===== src/rtl/count_sequencer.sv =====
// count_sequencer
//   Sequences a WIDTH-bit up/down counter. A start command in IDLE captures
//   limit/dir/reload/div into shadow registers. After that the sequence runs
//   from the shadows only, so changes on the live inputs do not affect it.
//   An internal prescaler produces one count tick every div+1 cycles.
//
//   Optional build macro: COUNT_SEQ_STICKY_IRQ_EN
//     Adds irq_clr/irq. irq is a sticky flag that is set by done or wrap and
//     cleared by irq_clr. If set and clear occur together, set wins.
//
// Ports
//   clk      rising-edge clock
//   rst      synchronous active-high reset
//   start    launch a sequence (IDLE only; dropped if abort is also high)
//   abort    cancel an active sequence (RUN/PAUSED), count holds
//   pause    level; freezes counter and prescaler while high
//   dir      0 = up 0->limit, 1 = down limit->0
//   reload   1 = auto-reload at terminal, 0 = one-shot
//   limit    terminal (up) or start value (down)
//   div      tick period minus one
//   count    current count
//   busy     high in RUN and PAUSED
//   done     one-cycle pulse (DONE state) on one-shot completion
//   wrap     one-cycle pulse after each auto-reload
//   state    IDLE=0, RUN=1, PAUSED=2, DONE=3
//   irq_clr  (optional) clear sticky irq
//   irq      (optional) sticky interrupt flag
module count_sequencer #(
  parameter int WIDTH      = 8,
  parameter int PRESCALE_W = 16
) (
  input  logic                  clk,
  input  logic                  rst,
  input  logic                  start,
  input  logic                  abort,
  input  logic                  pause,
  input  logic                  dir,
  input  logic                  reload,
  input  logic [WIDTH-1:0]      limit,
  input  logic [PRESCALE_W-1:0] div,
`ifdef COUNT_SEQ_STICKY_IRQ_EN
  input  logic                  irq_clr,
  output logic                  irq,
`endif
  output logic [WIDTH-1:0]      count,
  output logic                  busy,
  output logic                  done,
  output logic                  wrap,
  output logic [1:0]            state
);

  typedef enum logic [1:0] {
    S_IDLE   = 2'd0,
    S_RUN    = 2'd1,
    S_PAUSED = 2'd2,
    S_DONE   = 2'd3
  } state_t;

  state_t                state_q, state_d;
  logic [WIDTH-1:0]      count_q, count_d;
  logic [PRESCALE_W-1:0] pscl_q, pscl_d;
  logic                  wrap_q, wrap_d;
  logic                  load_shadow;

  logic [WIDTH-1:0]      limit_s;
  logic [PRESCALE_W-1:0] div_s;
  logic                  dir_s;
  logic                  reload_s;

  logic                  tick;
  logic                  terminal;

  assign tick     = (pscl_q == div_s);
  // Terminal value depends on direction: limit when counting up, zero when down.
  assign terminal = dir_s ? (count_q == '0) : (count_q == limit_s);

  always_ff @(posedge clk) begin
    if (rst) begin
      state_q  <= S_IDLE;
      count_q  <= '0;
      pscl_q   <= '0;
      wrap_q   <= 1'b0;
      limit_s  <= '0;
      div_s    <= '0;
      dir_s    <= 1'b0;
      reload_s <= 1'b0;
    end else begin
      state_q <= state_d;
      count_q <= count_d;
      pscl_q  <= pscl_d;
      wrap_q  <= wrap_d;
      if (load_shadow) begin
        limit_s  <= limit;
        div_s    <= div;
        dir_s    <= dir;
        reload_s <= reload;
      end
    end
  end

  always_comb begin
    state_d     = state_q;
    count_d     = count_q;
    pscl_d      = pscl_q;
    wrap_d      = 1'b0;
    load_shadow = 1'b0;

    unique case (state_q)
      S_IDLE: begin
        // abort has no meaning in IDLE except to suppress a coincident start.
        if (start && !abort) begin
          load_shadow = 1'b1;
          count_d     = dir ? limit : '0;
          pscl_d      = '0;
          state_d     = S_RUN;
        end
      end
      S_RUN: begin
        if (abort) begin
          state_d = S_IDLE;
        end else if (pause) begin
          // Pause beats a coincident tick: prescaler and count both freeze.
          state_d = S_PAUSED;
        end else if (tick) begin
          pscl_d = '0;
          if (!terminal) begin
            count_d = dir_s ? (count_q - 1'b1) : (count_q + 1'b1);
          end else if (reload_s) begin
            count_d = dir_s ? limit_s : '0;
            wrap_d  = 1'b1;
          end else begin
            state_d = S_DONE;
          end
        end else begin
          pscl_d = pscl_q + 1'b1;
        end
      end
      S_PAUSED: begin
        // The release edge itself does not advance the prescaler.
        if (abort) begin
          state_d = S_IDLE;
        end else if (!pause) begin
          state_d = S_RUN;
        end
      end
      S_DONE: begin
        state_d = S_IDLE;
      end
      default: begin
        state_d = S_IDLE;
      end
    endcase
  end

  assign count = count_q;
  assign busy  = (state_q == S_RUN) || (state_q == S_PAUSED);
  assign done  = (state_q == S_DONE);
  assign wrap  = wrap_q;
  assign state = state_q;

`ifdef COUNT_SEQ_STICKY_IRQ_EN
  logic irq_q;

  always_ff @(posedge clk) begin
    if (rst) begin
      irq_q <= 1'b0;
    end else if (done || wrap) begin
      irq_q <= 1'b1;
    end else if (irq_clr) begin
      irq_q <= 1'b0;
    end
  end

  assign irq = irq_q;
`endif

endmodule


===== config.mk =====
export PLATFORM = sky130hd
export DESIGN_NAME = count_sequencer
export DESIGN_NICKNAME = d
export VERILOG_FILES = /design/src/rtl/count_sequencer.sv
export SDC_FILE = /design/constraint.sdc
export NUM_CORES = 1
export LEC_CHECK = 0
export CORE_UTILIZATION = 50
export CTS_CLUSTER_DIAMETER = 100
export DETAILED_ROUTE_END_ITERATION = 8
export PLACE_DENSITY = 0.74
export SLEW_MARGIN = 20
export SYNTH_ARGS = -nofsm -noshare
export SYNTH_HDL_FRONTEND = slang
export SYNTH_SLANG_ARGS = --single-unit

===== constraint.sdc =====
create_clock -name clk -period 3 [get_ports clk]
set_input_delay 0.6 -clock clk [delete_from_list [all_inputs] [get_ports clk]]
set_output_delay 0.6 -clock clk [all_outputs]
set_load 0.01 [all_outputs]

==> results of run 1 <==
sequential cells by signal (all words and copies together), names as in the netlist:
name      count
div_s        16
pscl_q       16
count         8
limit_s       8
state         2
dir_s         1
reload_s      1
wrap          1
power by group through the flow:
stage	Combinational (mW)	Clock [mW]	Sequential (mW)
after floorplan	0.389	0	0.819
after global placement	0.559	0	0.826
after detailed placement	0.569	0	0.827
after CTS	0.571	0.427	0.811
after global routing	0.630	0.457	0.818
final	0.574	0.420	0.811
cell usage after synthesis (3+ instances only):
master    number
o21ai_0        7
and3_1         4
a21oi_1       39
clkbuf_1      11
inv_1          7
nand2_1       69
nand3_1       12
nor2_1        32
xnor2_1       24
nand4_1        8
dfxtp_1       53
xor2_1        19
a211oi_1       4
ha_1          11
mux2i_1        3
nor3_1         7
a41oi_1        3
a21o_1         4
buf_2          4
nor2b_1        6
worst max-delay path by stage:
stage | start | to | cells after the start
after floorplan | dir_s | count[6] | 9
after global placement | pause | pscl_q[15] | 7
after detailed placement | pause | pscl_q[15] | 7
after CTS | state[1] | pscl_q[13] | 8
after global routing | state[1] | pscl_q[15] | 8
final | state[1] | pscl_q[15] | 8
layout make-up:
class / instances / area, um2 / area share
clock buffers: 6 / 82.6 / 0.0232
flip-flops and latches: 53 / 1060 / 0.298
inverters: 7 / 26.3 / 0.00738
clock inverters: 1 / 7.51 / 0.00211
well taps: 72 / 90.1 / 0.0253
repair buffers: 48 / 468 / 0.132
multi-input cells: 289 / 1820 / 0.512
per-stage QoR:
step	utilization	total power [mW]	setup slack, ns	cell area, um2	std cells
after global placement	0.615	1.38	0.319	3470	469
after detailed placement	0.615	1.40	0.280	3470	469
after floorplan	-	1.21	0.871	2980	366
after CTS	0.631	1.81	0.515	3560	476
final	0.631	1.80	0.540	3560	476
after global routing	0.631	1.90	0.318	3560	476
kinds of logic after synthesis:
logic type,count (synthesis),synth area share
simple gates,153,0.244
fa+ha+maj,12,0.0529
flops,53,0.356
buf+inv,24,0.0331
mux,4,0.0138
xor+xnor,43,0.126
compound gates,77,0.174
metal layers:
| metal | routed length, um | up-vias | track usage |
|---|---|---|---|
| met4 | 42 | 0 | 0.0545 |
| met3 | 364 | 5 | 0.0483 |
| met1 | 3400 | 1221 | 0.315 |
| met2 | 2990 | 67 | 0.377 |
| met5 | 0 | - | 0 |
| li1 | - | 1343 | - |
worst register-to-register path, stage by stage (launching register included):
cell and delay [ns]:
dfxtp_1 0.43, inv_1 0.09, ha_1 0.29, a21oi_1 0.22
o211ai_1 0.27, nor4b_1 0.65, nand3_1 0.17, xor2_1 0.17
nor2_1 0.05
==> impl_metrics.csv, run 1 <==
group,metric,value,unit
outcome,outcome,"complete, no violations",
synth,ys_warn_count,0,
drt,postRouteAntennaNets,0,
cts,cts_tree,"done",
finish,nFillCells,478,
finish,most-common-layout-cells,"nand2_1 (69), dfxtp_1 (53), clkdlybuf4s50_1 (43)",
drt,dr.pass1.iters,4,
cts,ctsResizeCount,0,
power_and_ir_drop,vdd_drop_max,0.233,mV
drt,drtIter0Drc,129,
drt,vias_per_cell,5.54,
sta,skew,0.00719,ns
sta,slew_headroom,0.581,
die,die_x,79.2,um
finish,drive_above_1_share,0.0495,
sta,rsz0062_at_grt,"no",
cts,cts-root-buf,"clkbuf_8",
drt,drc,0,
grt,grt_use_total,0.233,
setup_path,cpPeakStageDelay,0.65,ns
hold_path,whs_path_depth,2,
synth,yosys_register_bits,53,
finish,area_delta_synth_final,19.3,%
setup_path,rr_endpoint,"pscl_q[15]",
finish,final_common_cell,"nand2_1",
setup_path,reg2reg_depth,8,
die,ioPinCount,44,
power_and_ir_drop,power.share.sequential,0.449,
synth,syn_area,0.00298,mm2
cts,cts_setup_buffers,0,
setup_path,arrival,2.65,ns
setup_path,path_delay_family,"simple AND/OR/NAND/NOR gates",
grt,antenna_found_initial,0,
hold_path,min_from,"div_s[13]",
die,coreArea,0.00564,mm2
sta,setup_viol,0,
sta,finalHoldViolCount,0,
sta,fin_crit,2.46,ns
setup_path,reg2reg_slack,0.54,ns
power_and_ir_drop,powerDensity,507,mW/mm2
synth,synth_largest_area_cell,"dfxtp_1",
sta,drv_slew,0,
cts,htree_num_levels,2,
cts,numCtsBuffers,5,
placement,gp_congestion,0.882,
synth,syn_area_per_cell,8.15,um2
cts,clk_latency,0.31,ns
sta,holdWs,0.471,ns
power_and_ir_drop,power_switching,614,uW
synth,synth_nets,409,
setup_path,crit_path_cell_trace,"inv_1, ha_1, a21oi_1, o211ai_1, nor4b_1, nand3_1, xor2_1, nor2_1",
cts,cts.sink_count,53,
drt,drt-total-wl,6800,um
setup_path,worstSetupPathType,"flip-flop to flip-flop",
cts,cts_hold_buf,0,
synth,synthTopCellsByArea,"dfxtp_1 (36%), nand2_1 (8.7%), xnor2_1 (7.0%), a21oi_1 (6.5%), xor2_1 (5.6%)",
setup_path,timing.rr.start,"state[1]",
hold_path,min_to,"div_s[13]",
job,drv_cap,0,
setup_path,critPathMaxFanout,8,
drt,wl_per_cell,14.3,um
setup_path,crit_buf_inv,1,
sta,fin_crit_sh,0.820,
power_and_ir_drop,pwr-share-clk,0.233,
finish,diodes,0,
cts,clk_pin_slew_worst_paths,0.09,ns
power_and_ir_drop,p_sw_frac,0.340,
die,rows,27,
sta,tns,0,ns
synth,ys.flop_type,"dfxtp_1",
grt,grt_pass1_wl,11400,um
setup_path,cp-end-kind,"flip-flop",
cts,ctsLongestPathBuffers,2,
synth,synth_edf_count,0,
drt,num_vias,2636,
setup_path,cp_slowest_cell,"nor4b_1",
placement,place.detailed.hpwl,4850,um
sta,tightest_slew,0.627,ns
grt,grt_pass1_vias,2441,
die,die_area,0.00628,mm2
synth,ys_seq_area_frac,0.356,
hold_path,hold_path_class,"flip-flop to flip-flop",
sta,fmax,0.407,GHz
setup_path,startpoint_type,"flip-flop",
power_and_ir_drop,pwr-share-comb,0.318,
die,die_h,79.2,um
grt,grt_overflow,0,
setup_path,cp.required,3.19,ns
synth,synth_top_area_frac,0.356,
synth,synthArstFlopShare,0,
die,initial_core_util,0.529,
synth,synth.distinct_cells,51,
power_and_ir_drop,p_int,1.19,mW
power_and_ir_drop,p_leak,1.29,nW
placement,io_buffers,43,
grt,grt_start_max_net_pins,40,
synth,netlist_instances,366,
finish,nets,447,
Note: power is estimated with default switching activity, not from simulation.
==> inputs of run 2 (changes only) <==
==> constraint.sdc (replaced) <==
create_clock -name clk -period 2.37 [get_ports clk]
set_input_delay 0.474 -clock clk [delete_from_list [all_inputs] [get_ports clk]]
set_output_delay 0.474 -clock clk [all_outputs]
set_load 0.01 [all_outputs]
==> run 2 against run 1 <==
Against the previous run: total power is 28% higher; clock power is 22% higher; non-clock buffer count is 13 higher; flip-flop and latch count stayed put; fmax is 11% higher; routed wire length is 4.0% higher; register-to-register slack worse by 0.38 ns; die area stayed put; first-iteration DRC count is 40% higher; sequential share of layout area is 0.89 points lower; clock skew is 0.0015 ns higher; global-route usage is 1.4 points higher.
==> impl_metrics.csv, run 2 (synthesis results as in run 1) <==
group,metric,value,unit
outcome,outcome,"complete, no violations",
setup_path,cp.required,2.55,ns
die,coreArea,0.00564,mm2
sta,fmax,0.452,GHz
drt,drtIter0Drc,180,
cts,cts.sink_count,53,
cts,cts-root-buf,"clkbuf_8",
cts,cts_tree,"done",
cts,htree_num_levels,2,
setup_path,cp-end-kind,"flip-flop",
placement,dp_worst_setup_slack,0.0629,ns
die,die_h,79.2,um
cts,clk_latency,0.31,ns
grt,grt_overflow,0,
placement,place.detailed.hpwl,5150,um
sta,tightest_slew,0.529,ns
sta,drv_slew,0,
placement,dp_cells,482,
sta,tns,0,ns
hold_path,min_from,"div_s[12]",
setup_path,crit_path_cell_trace,"ha_1, nor2b_1, o31a_1, o21a_1, or3_1, a41oi_1, a211oi_1",
sta,finalHoldViolCount,0,
power_and_ir_drop,powerDensity,630,mW/mm2
drt,drt-total-wl,7070,um
drt,num_vias,2669,
die,ioPinCount,44,
finish,final_common_cell,"nand2_1",
setup_path,reg2reg_slack,0.16,ns
power_and_ir_drop,p_leak,1.35,nW
setup_path,critPathMaxFanout,9,
drt,postRouteAntennaNets,0,
setup_path,arrival,2.40,ns
cts,ctsLongestPathBuffers,2,
grt,antenna_found_initial,0,
sta,fin_crit,2.21,ns
setup_path,path_delay_family,"compound AO/OA/AOI/OAI gates",
finish,fin_util,0.651,
sta,slew_headroom,0.646,
die,initial_core_util,0.529,
sta,fin_ws,0.158,ns
sta,rsz0062_at_grt,"yes",
sta,fin_crit_sh,0.933,
power_and_ir_drop,vdd_drop_max,0.397,mV
placement,gp_congestion,0.859,
finish,nets,460,
finish,area_delta_synth_final,23.1,%
hold_path,hold_path_class,"flip-flop to flip-flop",
setup_path,cp_slowest_cell,"dfxtp_1",
cts,cts_setup_buffers,0,
placement,io_buffers,43,
cts,cts_hold_buf,0,
setup_path,rr_endpoint,"count[6]",
setup_path,cpPeakStageDelay,0.54,ns
setup_path,startpoint_type,"flip-flop",
cts,clk_pin_slew_worst_paths,0.10,ns
finish,drive_above_1_share,0.0885,
finish,largestRegisters,"div_s x16, pscl_q x16",
hold_path,whs_path_depth,2,
finish,most-common-layout-cells,"nand2_1 (69), dfxtp_1 (52), clkdlybuf4s50_1 (43)",
setup_path,crit_buf_inv,0,
drt,vias_per_cell,5.45,
setup_path,reg2reg_depth,7,
cts,numCtsBuffers,5,
setup_path,timing.rr.start,"dir_s",
grt,grt_start_max_net_pins,29,
finish,diodes,0,
sta,setup_viol,0,
drt,dr.pass1.iters,4,
setup_path,worstSetupPathType,"flip-flop to flip-flop",
job,drv_cap,0,
grt,grt_use_total,0.247,
drt,drc,0,
drt,wl_per_cell,14.4,um
grt,grt_pass1_vias,2620,
die,rows,27,
hold_path,min_to,"div_s[12]",
die,die_x,79.2,um
die,die_area,0.00628,mm2
finish,fin_cells,490,
sta,skew,0.00869,ns
grt,grt_pass1_wl,12200,um
==> run 2: power breakdown <==
group          leakage (nW)  total, mW  internal (mW)  switching, mW
logic                 0.886      0.772          0.359          0.413
registers             0.432       1.03          0.948         0.0802
clock network        0.0374      0.513          0.209          0.304
total                  1.35       2.31           1.52          0.797
==> run 2: final cells by class <==
class	instances	area, um2
clock buffer	6	72.6
clock inverter	2	15.0
fill	505	1970
inverter	7	26.3
multi-input combinational	289	1840
sequential	53	1060
tap	72	90.1
timing repair buffer	61	566
==> run 2: routing by layer <==
layer / vias to the layer above / share of wire / track usage
li1: 1366 / - / -
met3: 6 / 0.050 / 0.0391
met2: 73 / 0.46 / 0.402
met5: - / 0 / 0
met1: 1224 / 0.49 / 0.339
met4: 0 / 0.0055 / 0.0600
==> run 2: what timing repair did <==
action | 4_1_cts | 5_1_grt
gates resized for setup | 0 | 4
setup endpoints to repair | 0 | 3
hold endpoints to repair | 0 | 0
==> run 2: per-stage QoR <==
stage | hold WS, ns | total power, mW | area (um2)
after floorplan | 0.449 | 1.53 | 2980
after CTS | 0.478 | 2.33 | 3650
after global placement | 0.457 | 1.80 | 3570
final | 0.473 | 2.31 | 3670
after global routing | 0.491 | 2.46 | 3670
after detailed placement | 0.463 | 1.81 | 3570
==> run 2: worst max path at each step <==
stage	startpoint	depth (start not counted)	slack, ns	endpoint
after global placement	abort	8	0.13	pscl_q[13]
after detailed placement	start	8	0.06	pscl_q[13]
after global routing	state[0]	8	-0.004	pscl_q[14]
final	dir_s	7	0.16	count[6]
after CTS	dir_s	7	0.16	count[6]
after floorplan	dir_s	9	0.24	count[6]
==> run 2: worst min-delay path: stages (launching register included) <==
cell and delay, ns:
dfxtp_1 0.33, nand2_1 0.05, a21oi_1 0.05
==> inputs of run 3 (changes only) <==
--- a/config.mk
+++ b/config.mk
@@ -9,7 +9,6 @@
 export CTS_CLUSTER_DIAMETER = 100
 export DETAILED_ROUTE_END_ITERATION = 8
 export PLACE_DENSITY = 0.74
-export SLEW_MARGIN = 20
 export SYNTH_ARGS = -nofsm -noshare
 export SYNTH_HDL_FRONTEND = slang
 export SYNTH_SLANG_ARGS = --single-unit
==> results of run 3 <==
Same layout as run 2: the final DEF is identical, and so are final timing and power.
